[src/rtl/bus_err_injector_pkg.sv]
// Shared types and constants for the bus response error injector.
package bus_err_injector_pkg;

    typedef logic [15:0] cnt_t;

    localparam cnt_t CntMax = 16'hFFFF;

    localparam int unsigned CfgAddrWidth = 48;
    localparam int unsigned CfgErrBits   = 3;

    // Reserved for a future register wrapper that drives the cfg_* ports.
    typedef struct packed {
        logic [CfgAddrWidth-1:0] addr_base;
        logic [CfgAddrWidth-1:0] addr_mask;
        logic [CfgErrBits-1:0]   err_code;
        cnt_t                    count;
    } cfg_t;

    typedef enum logic [1:0] {
        DISARMED,
        ARMED_LIMITED,
        ARMED_UNLIMITED
    } arm_state_e;

    function automatic cnt_t sat_inc(input cnt_t value);
        return (value == CntMax) ? value : value + cnt_t'(1);
    endfunction

endpackage

[src/rtl/bus_err_inj_tag_fifo.sv]
// 1-bit tag FIFO with synchronous active-high reset; one per channel.
module bus_err_inj_tag_fifo #(
    parameter int unsigned Depth = 4
) (
    input  logic clk,
    input  logic rst,
    input  logic push,
    input  logic pop,
    input  logic tag,
    output logic head,
    output logic full,
    output logic empty
);

    localparam int unsigned PtrW = $clog2(Depth);

    logic [Depth-1:0] mem;
    logic [PtrW:0]    wr_ptr;
    logic [PtrW:0]    rd_ptr;
    logic             do_push;
    logic             do_pop;

    assign empty = (wr_ptr == rd_ptr);
    assign full  = (wr_ptr[PtrW] != rd_ptr[PtrW]) &&
                   (wr_ptr[PtrW-1:0] == rd_ptr[PtrW-1:0]);
    assign head  = mem[rd_ptr[PtrW-1:0]];

    // A pop in the same cycle frees the slot, so a push into a full FIFO is
    // still accepted then and occupancy stays unchanged.
    assign do_pop  = pop & ~empty;
    assign do_push = push & (~full | do_pop);

    always_ff @(posedge clk) begin
        if (rst) begin
            mem    <= '0;
            wr_ptr <= '0;
            rd_ptr <= '0;
        end else begin
            if (do_push) begin
                mem[wr_ptr[PtrW-1:0]] <= tag;
                wr_ptr                <= wr_ptr + (PtrW+1)'(1);
            end
            if (do_pop) begin
                rd_ptr <= rd_ptr + (PtrW+1)'(1);
            end
        end
    end

endmodule

[src/rtl/bus_err_injector.sv]
// Tags address-matching requests and overrides the error code on the
// responses that belong to them.
module bus_err_injector
    import bus_err_injector_pkg::*;
#(
    parameter int unsigned AddrWidth      = 48,
    parameter int unsigned ErrBits        = 3,
    parameter int unsigned NumOutstanding = 4,
    parameter int unsigned NumChannels    = 1
) (
    input  logic                   clk_i,
    input  logic                   rst_i,
    input  logic [NumChannels-1:0] req_hs_valid_i,
    input  logic [AddrWidth-1:0]   req_addr_i,
    input  logic [NumChannels-1:0] rsp_hs_valid_i,
    input  logic [NumChannels-1:0] rsp_burst_last_i,
    input  logic [ErrBits-1:0]     rsp_err_i,
    output logic [ErrBits-1:0]     rsp_err_o,
    input  logic [AddrWidth-1:0]   cfg_addr_base_i,
    input  logic [AddrWidth-1:0]   cfg_addr_mask_i,
    input  logic [ErrBits-1:0]     cfg_err_code_i,
    input  logic [15:0]            cfg_count_i,
    input  logic                   cfg_arm_i,
    input  logic                   cfg_disarm_i,
    output logic                   armed_o,
    output logic [15:0]            inj_count_o,
    output logic                   desync_o
);

    arm_state_e state, state_n;
    cnt_t       budget, budget_n;
    cnt_t       inj_count, inj_count_n;
    logic       desync, desync_n;

    logic                   armed;
    logic                   hit;
    logic                   req_any;
    logic                   arm_eff;
    logic [NumChannels-1:0] fifo_head;
    logic [NumChannels-1:0] fifo_full;
    logic [NumChannels-1:0] fifo_empty;
    logic [NumChannels-1:0] last_beat;
    logic [NumChannels-1:0] pop_valid;
    logic                   overflow;
    logic                   underflow;
    logic                   inj_inc;

    assign armed   = (state != DISARMED);
    assign hit     = armed &&
                     ((req_addr_i & cfg_addr_mask_i) == (cfg_addr_base_i & cfg_addr_mask_i));
    assign req_any = |req_hs_valid_i;
    assign arm_eff = cfg_arm_i & ~cfg_disarm_i;

    assign last_beat = rsp_hs_valid_i & rsp_burst_last_i;
    assign pop_valid = last_beat & ~fifo_empty;
    assign underflow = |(last_beat & fifo_empty);
    assign overflow  = |(req_hs_valid_i & fifo_full & ~pop_valid);
    assign inj_inc   = |(pop_valid & fifo_head);

    for (genvar g = 0; g < NumChannels; g++) begin : g_fifo
        bus_err_inj_tag_fifo #(
            .Depth(NumOutstanding)
        ) u_fifo (
            .clk  (clk_i),
            .rst  (rst_i),
            .push (req_hs_valid_i[g]),
            .pop  (last_beat[g]),
            .tag  (hit),
            .head (fifo_head[g]),
            .full (fifo_full[g]),
            .empty(fifo_empty[g])
        );
    end

    always_comb begin
        rsp_err_o = rsp_err_i;
        for (int unsigned c = 0; c < NumChannels; c++) begin
            if (rsp_hs_valid_i[c] && !fifo_empty[c] && fifo_head[c]) begin
                rsp_err_o = cfg_err_code_i;
            end
        end
    end

    always_ff @(posedge clk_i) begin
        if (rst_i) begin
            state     <= DISARMED;
            budget    <= '0;
            inj_count <= '0;
            desync    <= 1'b0;
        end else begin
            state     <= state_n;
            budget    <= budget_n;
            inj_count <= inj_count_n;
            desync    <= desync_n;
        end
    end

    // Later assignments take priority: desync errors over budget
    // exhaustion, then disarm over arm.
    always_comb begin
        state_n     = state;
        budget_n    = budget;
        inj_count_n = inj_count;
        desync_n    = desync;

        if (req_any && hit && state == ARMED_LIMITED) begin
            budget_n = budget - cnt_t'(1);
            if (budget == cnt_t'(1)) begin
                state_n = DISARMED;
            end
        end

        if (inj_inc) begin
            inj_count_n = sat_inc(inj_count);
        end

        if (overflow || underflow) begin
            state_n  = DISARMED;
            desync_n = 1'b1;
        end

        if (cfg_disarm_i) begin
            state_n = DISARMED;
        end else if (arm_eff) begin
            budget_n    = cfg_count_i;
            state_n     = (cfg_count_i == '0) ? ARMED_UNLIMITED : ARMED_LIMITED;
            inj_count_n = '0;
            desync_n    = 1'b0;
        end
    end

    assign armed_o     = armed;
    assign inj_count_o = inj_count;
    assign desync_o    = desync;

    a_req_onehot : assert property (@(posedge clk_i) disable iff (rst_i)
        $onehot0(req_hs_valid_i));
    a_rsp_onehot : assert property (@(posedge clk_i) disable iff (rst_i)
        $onehot0(rsp_hs_valid_i));
    a_arm_pulse : assert property (@(posedge clk_i) disable iff (rst_i)
        cfg_arm_i |=> !cfg_arm_i);

endmodule

[config.mk]
export PLATFORM = sky130hd
export DESIGN_NAME = bus_err_injector
export DESIGN_NICKNAME = d
export VERILOG_FILES = /design/src/rtl/bus_err_injector_pkg.sv /design/src/rtl/bus_err_inj_tag_fifo.sv /design/src/rtl/bus_err_injector.sv
export SDC_FILE = /design/constraint.sdc
export NUM_CORES = 1
export LEC_CHECK = 0
export CAP_MARGIN = 5
export CORE_MARGIN = 2
export CORE_UTILIZATION = 42
export CTS_BUF_LIST = sky130_fd_sc_hd__clkbuf_16
export DETAILED_ROUTE_END_ITERATION = 6
export GPL_ROUTABILITY_DRIVEN = 0
export PLACE_DENSITY = 0.87
export SYNTH_ARGS = -nofsm -noshare
export SYNTH_HDL_FRONTEND = slang
export SYNTH_SLANG_ARGS = --single-unit
export TNS_END_PERCENT = 30
[constraint.sdc]
create_clock -name clk_i -period 3.65 [get_ports clk_i]
set_clock_uncertainty 0.1 [all_clocks]
set_input_delay 0.5475 -clock clk_i [delete_from_list [all_inputs] [get_ports clk_i]]
set_output_delay 0.5475 -clock clk_i [all_outputs]
set_load 0.03 [all_outputs]
## Yosys cells after proc, flatten, opt, wreduce, memory -nomap -nowiden

Cells that the tools add are included.

- Eq/ne operators: 7
- Reduce and logical (&&, ||, !) cells: 15
- Order comparisons: 3
- Bitwise operators: 15
- Mux-type cells: 21
- Add/subtract/negate cells: 4

Operators with widths:

| cell | count |
|---|---|
| $mux W16 | 7 |
| $and A48 B48 Y48 | 2 |
| $eq A48 B48 Y1 | 1 |
| $add A16 B1 Y16 const B | 1 |
| $eq A16 B1 Y1 const B | 1 |
| $eq A16 B16 Y1 const B | 1 |
| $logic_not A16 Y1 | 1 |
| $sub A16 B1 Y16 const B | 1 |
| $mux W2 | 5 |
| $and A1 B1 Y1 | 8 |
| $logic_and A1 B1 Y1 | 7 |
| $add A3 B1 Y3 const B | 2 |
| $lt A2 B3 Y1 const B | 2 |
| $reduce_bool A3 Y1 | 2 |
| $mux W1 | 5 |
| $bwmux W4 | 1 |
| $not A1 Y1 | 4 |
| $eq A3 B3 Y1 | 1 |
| $mux W3 | 1 |
| $bmux W1 S2 | 1 |
| $demux W1 S2 | 1 |
| $eq A2 B1 Y1 const B | 1 |
| $eq A2 B2 Y1 | 1 |
| $ge A2 B1 Y1 const B | 1 |
| 7 further kinds | 7 |

- Bits of input ports: 173
- Flip-flop bits (word level): 45

## Longest topological paths before layout

Gate-level depths: netlist (run 1).

- Depth in word-level cells: 9
- Mapped depth: 8
- Mapped depth without buffers: 7

## By module

A second synthesis (run 1) with hierarchy kept.

- Cells, all modules: 413
- Area, all modules: 3382.0 sq um

Modules (own cells, without submodules):

| module | sequential area each (sq um) | times used | area each (sq um) | cells an instance |
|---|---|---|---|---|
| bus_err_injector | 700.7 | 1 | 2824.0 | 359 |
| bus_err_inj_tag_fifo | 200.2 | 1 | 558.0 | 54 |

## Worst setup path after synthesis (run 1)

OpenSTA, ideal clock, no wires.

- Kind: register -> register
- From: register budget[8]
- To: register budget[15]
- Required time: 3.423 ns
- Arrival time: 2.200 ns
- Setup slack: 1.223 ns
- Period minus slack after synthesis: 2.427 ns
- Stages on the path, launching flop included: 7
- Cell sequence: dfxtp_1 or4_4 or4_4 or3_4 nor2b_4 a31o_1 or3_1

- Cells in the longest elaborated chain, start to end: 4

RTL lines:

| what | line | RTL |
|---|---|---|
| start, declared | bus_err_injector.sv:31 | `cnt_t budget, budget_n;` |
| start signal, assigned | bus_err_injector.sv:92 | `budget <= budget_n;` |
| $sub A16 B1 Y16 (*) | bus_err_injector.sv:107 | `budget_n = budget - cnt_t'(1);` |
| $mux W16 (*) | bus_err_injector.sv:106 | `if (req_any && hit && state == ARMED_LIMITED) begin` |
| $mux W16 | bus_err_injector.sv:124 | `end else if (arm_eff) begin` |
| $mux W16 (*) | bus_err_injector.sv:122 | `if (cfg_disarm_i) begin` |

Mark *: on every way between the ends. The rest lies on a longest branch, timed or not.
A chain may end at the register's enable or synchronous reset.

## Worst setup path in the final report (run 1)

- From: register g_fifo[0].u_fifo.rd_ptr[0]
- To: output port rsp_err_o[1]

- Cells in the longest elaborated chain, start to end: 5

RTL lines:

| what | line | RTL |
|---|---|---|
| start, declared | bus_err_inj_tag_fifo.sv:19 | `logic [PtrW:0] rd_ptr;` |
| start signal, assigned | bus_err_inj_tag_fifo.sv:44 | `rd_ptr <= rd_ptr + (PtrW+1)'(1);` |
| $eq A3 B3 Y1 | bus_err_inj_tag_fifo.sv:23 | `assign empty = (wr_ptr == rd_ptr);` |
| $logic_not A1 Y1 | bus_err_injector.sv:78 | `if (rsp_hs_valid_i[c] && !fifo_empty[c] && fifo_head[c]) begin` |
| $logic_and A1 B1 Y1 | bus_err_injector.sv:78 |  |
| $logic_and A1 B1 Y1 (*) | bus_err_injector.sv:78 |  |
| $mux W3 (*) | bus_err_injector.sv:78 |  |
| end, declared | bus_err_injector.sv:18 | `output logic [ErrBits-1:0] rsp_err_o,` |

Mark *: on every way between the ends. The rest lies on a longest branch, timed or not. The select of a mux whose other input is x is not followed.

==> results of run 1 <==
[flip-flops by register name, indices dropped and copies added, names as in the netlist]
name	count
g_fifo.u_fifo.rd_ptr	3
state	2
g_fifo.u_fifo.mem	4
budget	16
g_fifo.u_fifo.wr_ptr	3
inj_count_o	16
desync_o	1
[worst max-delay path, stage by stage (launching register included)]
cell and delay, ns:
dfxtp_1 0.41, mux4_2 0.55, nand3b_1 0.17, mux2_2 0.35, clkdlybuf4s50_1 0.59
[layout by cell type (no fill, tap or decap), types with 3 or more instances in the layout]
master	instances
a21oi_1	12
a22oi_1	23
a311oi_1	4
a31oi_1	15
and2_1	5
and3_1	6
and4_1	8
buf_4	6
clkbuf_16	5
clkdlybuf4s50_1	193
dfxtp_1	45
ha_1	8
inv_1	12
mux2_2	3
nand2_1	21
nand3_1	21
nand3b_1	8
nand4_1	28
nor2_1	38
nor3_1	12
nor3b_1	4
nor4_1	15
nor4b_1	3
o21ai_0	14
or3_1	5
xnor2_1	7
xor2_1	56
[per-stage QoR]
stage | hold slack [ns] | cell area, um2 | setup slack, ns | power [mW] | instances
global route | 0.390 | 5580 | 0.554 | 1.54 | 711
CTS | 0.361 | 5580 | 0.608 | 1.48 | 711
finish | 0.358 | 5580 | 0.635 | 1.48 | 711
global placement | 0.339 | 5410 | 0.801 | 0.965 | 703
detailed placement | 0.356 | 5410 | 0.710 | 0.980 | 703
floorplan | 0.329 | 3360 | 1.22 | 0.725 | 419
[worst paths after layout]
| check | endpoint | slack (ns) | cells past startpoint |
|---|---|---|---|
| setup / recovery | rsp_err_o[1] | 0.64 | 4 |
| hold / removal | g_fifo[0].u_fifo.mem[3]$_SDFFE_PP0P_ | 0.36 | 2 |
| setup reg to reg | budget[15]$_SDFF_PP0_ | 1.10 | 6 |
| hold reg to reg | g_fifo[0].u_fifo.mem[3]$_SDFFE_PP0P_ | 0.36 | 2 |
[layer usage]
metal / share of wire / vias to the layer above
li1: - / 1954
met1: 0.37 / 1909
met2: 0.52 / 216
met3: 0.080 / 35
met4: 0.030 / 0
met5: 0 / -
[cell families (layout without fill, tap and decap cells)]
group,after synthesis,count (layout),share of synthesized area
and+or+nand+nor,188,188,0.321
buffers and inverters,29,219,0.0346
xor gates and xnor gates,63,63,0.164
DFF,45,45,0.268
adders and majority gates,8,8,0.0298
muxes,6,6,0.0227
AOI/OAI and AO/OA,80,80,0.160
[layout make-up]
class / count / share of cell area
clock buffers: 5 / 0.0224
well taps: 102 / 0.0229
inverters: 12 / 0.00808
clock inverters: 3 / 0.00673
repair buffers: 199 / 0.355
multi-input cells: 345 / 0.424
flip-flops and latches: 45 / 0.162
[power groups by stage]
stage	logic [mW]	registers [mW]	clock network, mW
2_1_floorplan	0.187	0.538	0
3_3_place_gp	0.424	0.541	0
3_5_place_dp	0.438	0.542	0
4_1_cts	0.442	0.531	0.509
5_1_grt	0.479	0.535	0.525
6_report	0.442	0.532	0.509
==> out/metrics.yaml, run 1 <==
p_leak_nw: 2.08
tightest_slew_ns: 0.976
drcViolationCount: 0
worst_ep_arrival_time_ns: 2.37
hold_class: "register to register"
yosysMostFrequentCell: "xor2_1"
netlist_area_um2: 3360
path_clk_slew_ns: 0.06
synthCells: 419
fillCellCount: 590
slew_headroom: 0.345
clockRootBuffer: "clkbuf_16"
synth-edff-count: 0
p_sw_frac: 0.261
hold_viol: 0
drtIter0Drc: 236
area_delta_synth_final_pct: 65.8
slew_viol_final: 0
grtUsageMet2: 0.477
max_freq_mhz: 332
seqPwrFrac: 0.359
detail_route.wl_per_cell_um: 16.1
grt.met1_usage: 0.303
comb_power_share: 0.298
antenna_left: 0
cts_hold_buf: 0
p_sw_mw: 0.388
routed_via_density: 5.79
drive_gt1_frac: 0.0493
design.core.area_um2: 7730
start_kind: "register"
rows: 32
async_flop_share: 0
clk_path_buf_depth: 2
ys_ff_latch: 45
crit_type: "register to output port"
yosysWarnings: 0
grt_most_used_layer: "met2"
grt_overflow: 0
peakVddDrop_mv: 0.247
period_needed_ns: 3.01
antenna_found_initial: 0
final_util: 0.722
crit_path_start: "g_fifo[0].u_fifo.rd_ptr[0]$_SDFFE_PP0P_"
worstPathMaxFanout: 4
clkLatencyLatePin_ns: 0.29
yosysUniqueCellTypes: 48
multi_input_area_um2: 2360
dieWidth_um: 93.5
cts_tree: "done"
start_util: 0.435
worstSetupEndpointType: "output port"
die_area_um2: 8740
cts_made_buffers: 5
cts_setup_buffers: 0
synth_area_leaders: "dfxtp_1 (27%), xor2_1 (15%), nand4_1 (5.2%)"
io_buffers: 193
fp.dieH_um: 93.5
finalCritPeriodShare: 0.826
seq_area_um2: 901
power.share.clock: 0.343
tns_ns: 0
yosysTopAreaCell: "dfxtp_1"
dpl.hpwl_um: 9120
rsz0062_at_grt: "no"
drv_cap: 0
ys.flop_type: "dfxtp_1"
first_global_vias: 4108
p_int_mw: 1.10
avgSynthCellArea_um2: 8.02
powerDensity_nw_per_um2: 266
htree_levels: 2
cts_sinks: 45
vias: 4114
ys_top_cells_by_count: "xor2_1 (56), dfxtp_1 (45), nor2_1 (38), nand4_1 (28), a22oi_1 (23)"
track_usage: 0.262
grt_pass1_wl_um: 18600
synth_top_area_share: 0.268
ys_seq_area_frac: 0.268
num_antenna_cells: 0
status: "finished, final reports clean"
cts_resized: 0
min_from: "g_fifo[0].u_fifo.mem[3]$_SDFFE_PP0P_"
grt_max_degree: 38
r2r-start: "budget[8]$_SDFF_PP0_"
io-pin-count: 194
setup_viol: 0
nets: 789
routed_wl_um: 11400
gr-usage-met3: 0.0395
firstDrtPassIters: 5
cp_data_required_time_ns: 3.00
syn-num-nets: 600
Note: power is estimated with default switching activity, not from simulation.
==> run 2, diff against run 1 <==
Settings changed: CORE_UTILIZATION 42 to 39, PLACE_DENSITY 0.87 to 0.81.
Clock period 3.65 ns to 3.1 ns, I/O delays scaled along.
==> run 2 against run 1 <==
Against the previous run: global-route usage down 2.4 points; routed wire length down 1.2%; worst setup slack worse by 0.48 ns; critical path type unchanged; critical endpoint is now rsp_err_o[0]; largest cell class unchanged.
==> out/metrics.yaml, run 2 (synthesis results as in run 1) <==
drv_cap: 0
dieWidth_um: 96.8
powerDensity_nw_per_um2: 301
grt_pass1_wl_um: 18800
drive_gt1_frac: 0.0572
rows: 33
io_buffers: 193
p_sw_mw: 0.470
worstSetupEndpointType: "output port"
routed_wl_um: 11300
vias: 3925
die_area_um2: 9380
holdPathStages: 2
hold_class: "register to register"
drtIter0Drc: 182
worst_ep_arrival_time_ns: 2.38
tightest_slew_ns: 0.846
cts_sinks: 45
detail_route.wl_per_cell_um: 15.8
io-pin-count: 194
hold_ws_ns: 0.364
crit_type: "register to output port"
regToRegSetupSlack_ns: 0.57
final_util: 0.676
drcViolationCount: 0
layout_common_cells: "clkdlybuf4s50_1 (193), xor2_1 (56), dfxtp_1 (45)"
r2r_end: "state[0]$_SDFFE_PP0P_"
fp.dieH_um: 96.8
cts_hold_buf: 0
p_int_mw: 1.22
clk_path_buf_depth: 2
htree_levels: 2
grt_overflow: 0
start_util: 0.405
path_clk_slew_ns: 0.06
cts_made_buffers: 5
slew_viol_final: 0
start_kind: "register"
antenna_found_initial: 0
total_power_mw: 1.69
antenna_left: 0
status: "finished, final reports clean"
dpl.hpwl_um: 9210
final_common_cell: "clkdlybuf4s50_1"
place_area_um2: 5460
grt_max_degree: 38
hold_viol: 0
nets: 792
clockRootBuffer: "clkbuf_16"
r2r-start: "budget[8]$_SDFF_PP0_"
design.core.area_um2: 8300
power.share.clock: 0.322
seqPwrFrac: 0.369
finalCritPeriodShare: 0.951
p_sw_frac: 0.278
track_usage: 0.238
comb_power_share: 0.309
firstDrtPassIters: 4
min_to: "g_fifo[0].u_fifo.mem[1]$_SDFFE_PP0P_"
final_cell_area_um2: 5610
cts_tree: "done"
min_from: "g_fifo[0].u_fifo.mem[1]$_SDFFE_PP0P_"
cts_resized: 0
cp_data_required_time_ns: 2.53
routed_via_density: 5.47
num_antenna_cells: 0
rsz0062_at_grt: "no"
setup_viol: 0
peakVddDrop_mv: 0.239
reg2reg_depth: 6
slew_headroom: 0.427
clkLatencyLatePin_ns: 0.29
p_leak_nw: 2.09
max_freq_mhz: 339
period_needed_ns: 2.95
first_global_vias: 4136
worstPathMaxFanout: 4
cts_setup_buffers: 0
area_delta_synth_final_pct: 67.0
tns_ns: 0
-- run 2: cell types whose count changed in the layout (fill, tap and decap cells not counted) --
cell	change
buf_12	+2
buf_4	+1
bufinv_16	-1
clkinv_1	-1
clkinv_4	+1
clkinvlp_4	+1
inv_1	-1
inv_6	+1
-- run 2: worst max path at each step --
stage / start / slack, ns / depth (start not counted) / to
global placement: req_addr_i[7] / 0.42 / 8 / budget[10]$_SDFF_PP0_
detailed placement: req_addr_i[26] / 0.39 / 8 / budget[10]$_SDFF_PP0_
global route: g_fifo[0].u_fifo.wr_ptr[0]$_SDFFE_PP0P_ / 0.05 / 5 / rsp_err_o[0]
floorplan: budget[8]$_SDFF_PP0_ / 0.67 / 6 / budget[15]$_SDFF_PP0_
CTS: g_fifo[0].u_fifo.rd_ptr[0]$_SDFFE_PP0P_ / 0.12 / 4 / rsp_err_o[0]
finish: g_fifo[0].u_fifo.rd_ptr[0]$_SDFFE_PP0P_ / 0.15 / 4 / rsp_err_o[0]
-- run 2: cell type report --
type | instances | area [um2]
Fill cell | 698 | 2690
Multi-Input combinational cell | 345 | 2360
Timing Repair Buffer | 202 | 2020
Sequential cell | 45 | 901
Tap cell | 105 | 131
Clock buffer | 5 | 125
Inverter | 12 | 45.0
Clock inverter | 3 | 25.0
-- run 2: per-layer routing --
layer  vias to the layer above  part of all wire  track usage
li1                       1955                 -            -
met1                      1815              0.37        0.256
met2                       141              0.56        0.466
met3                        14             0.059       0.0491
met4                         0             0.011       0.0639
met5                         -                 0            0
-- run 2: critical path: stages, from the launching register on --
cell and delay, ns:
dfxtp_1 0.42, mux4_2 0.55, nand3b_1 0.18, mux2_2 0.36, clkdlybuf4s50_1 0.60
-- run 2: through the flow --
stage | setup WS, ns | std cells
2_1_floorplan | 0.673 | 419
4_1_cts | 0.123 | 717
3_3_place_gp | 0.417 | 709
6_report | 0.150 | 717
5_1_grt | 0.0522 | 717
3_5_place_dp | 0.386 | 709
-- run 2: power by group through the flow --
stage	Combinational, mW	Clock, mW	Sequential (mW)
after floorplan	0.220	0	0.634
after CTS	0.525	0.553	0.625
after global routing	0.570	0.582	0.630
final	0.523	0.545	0.625
after global placement	0.504	0	0.637
after detailed placement	0.522	0	0.638
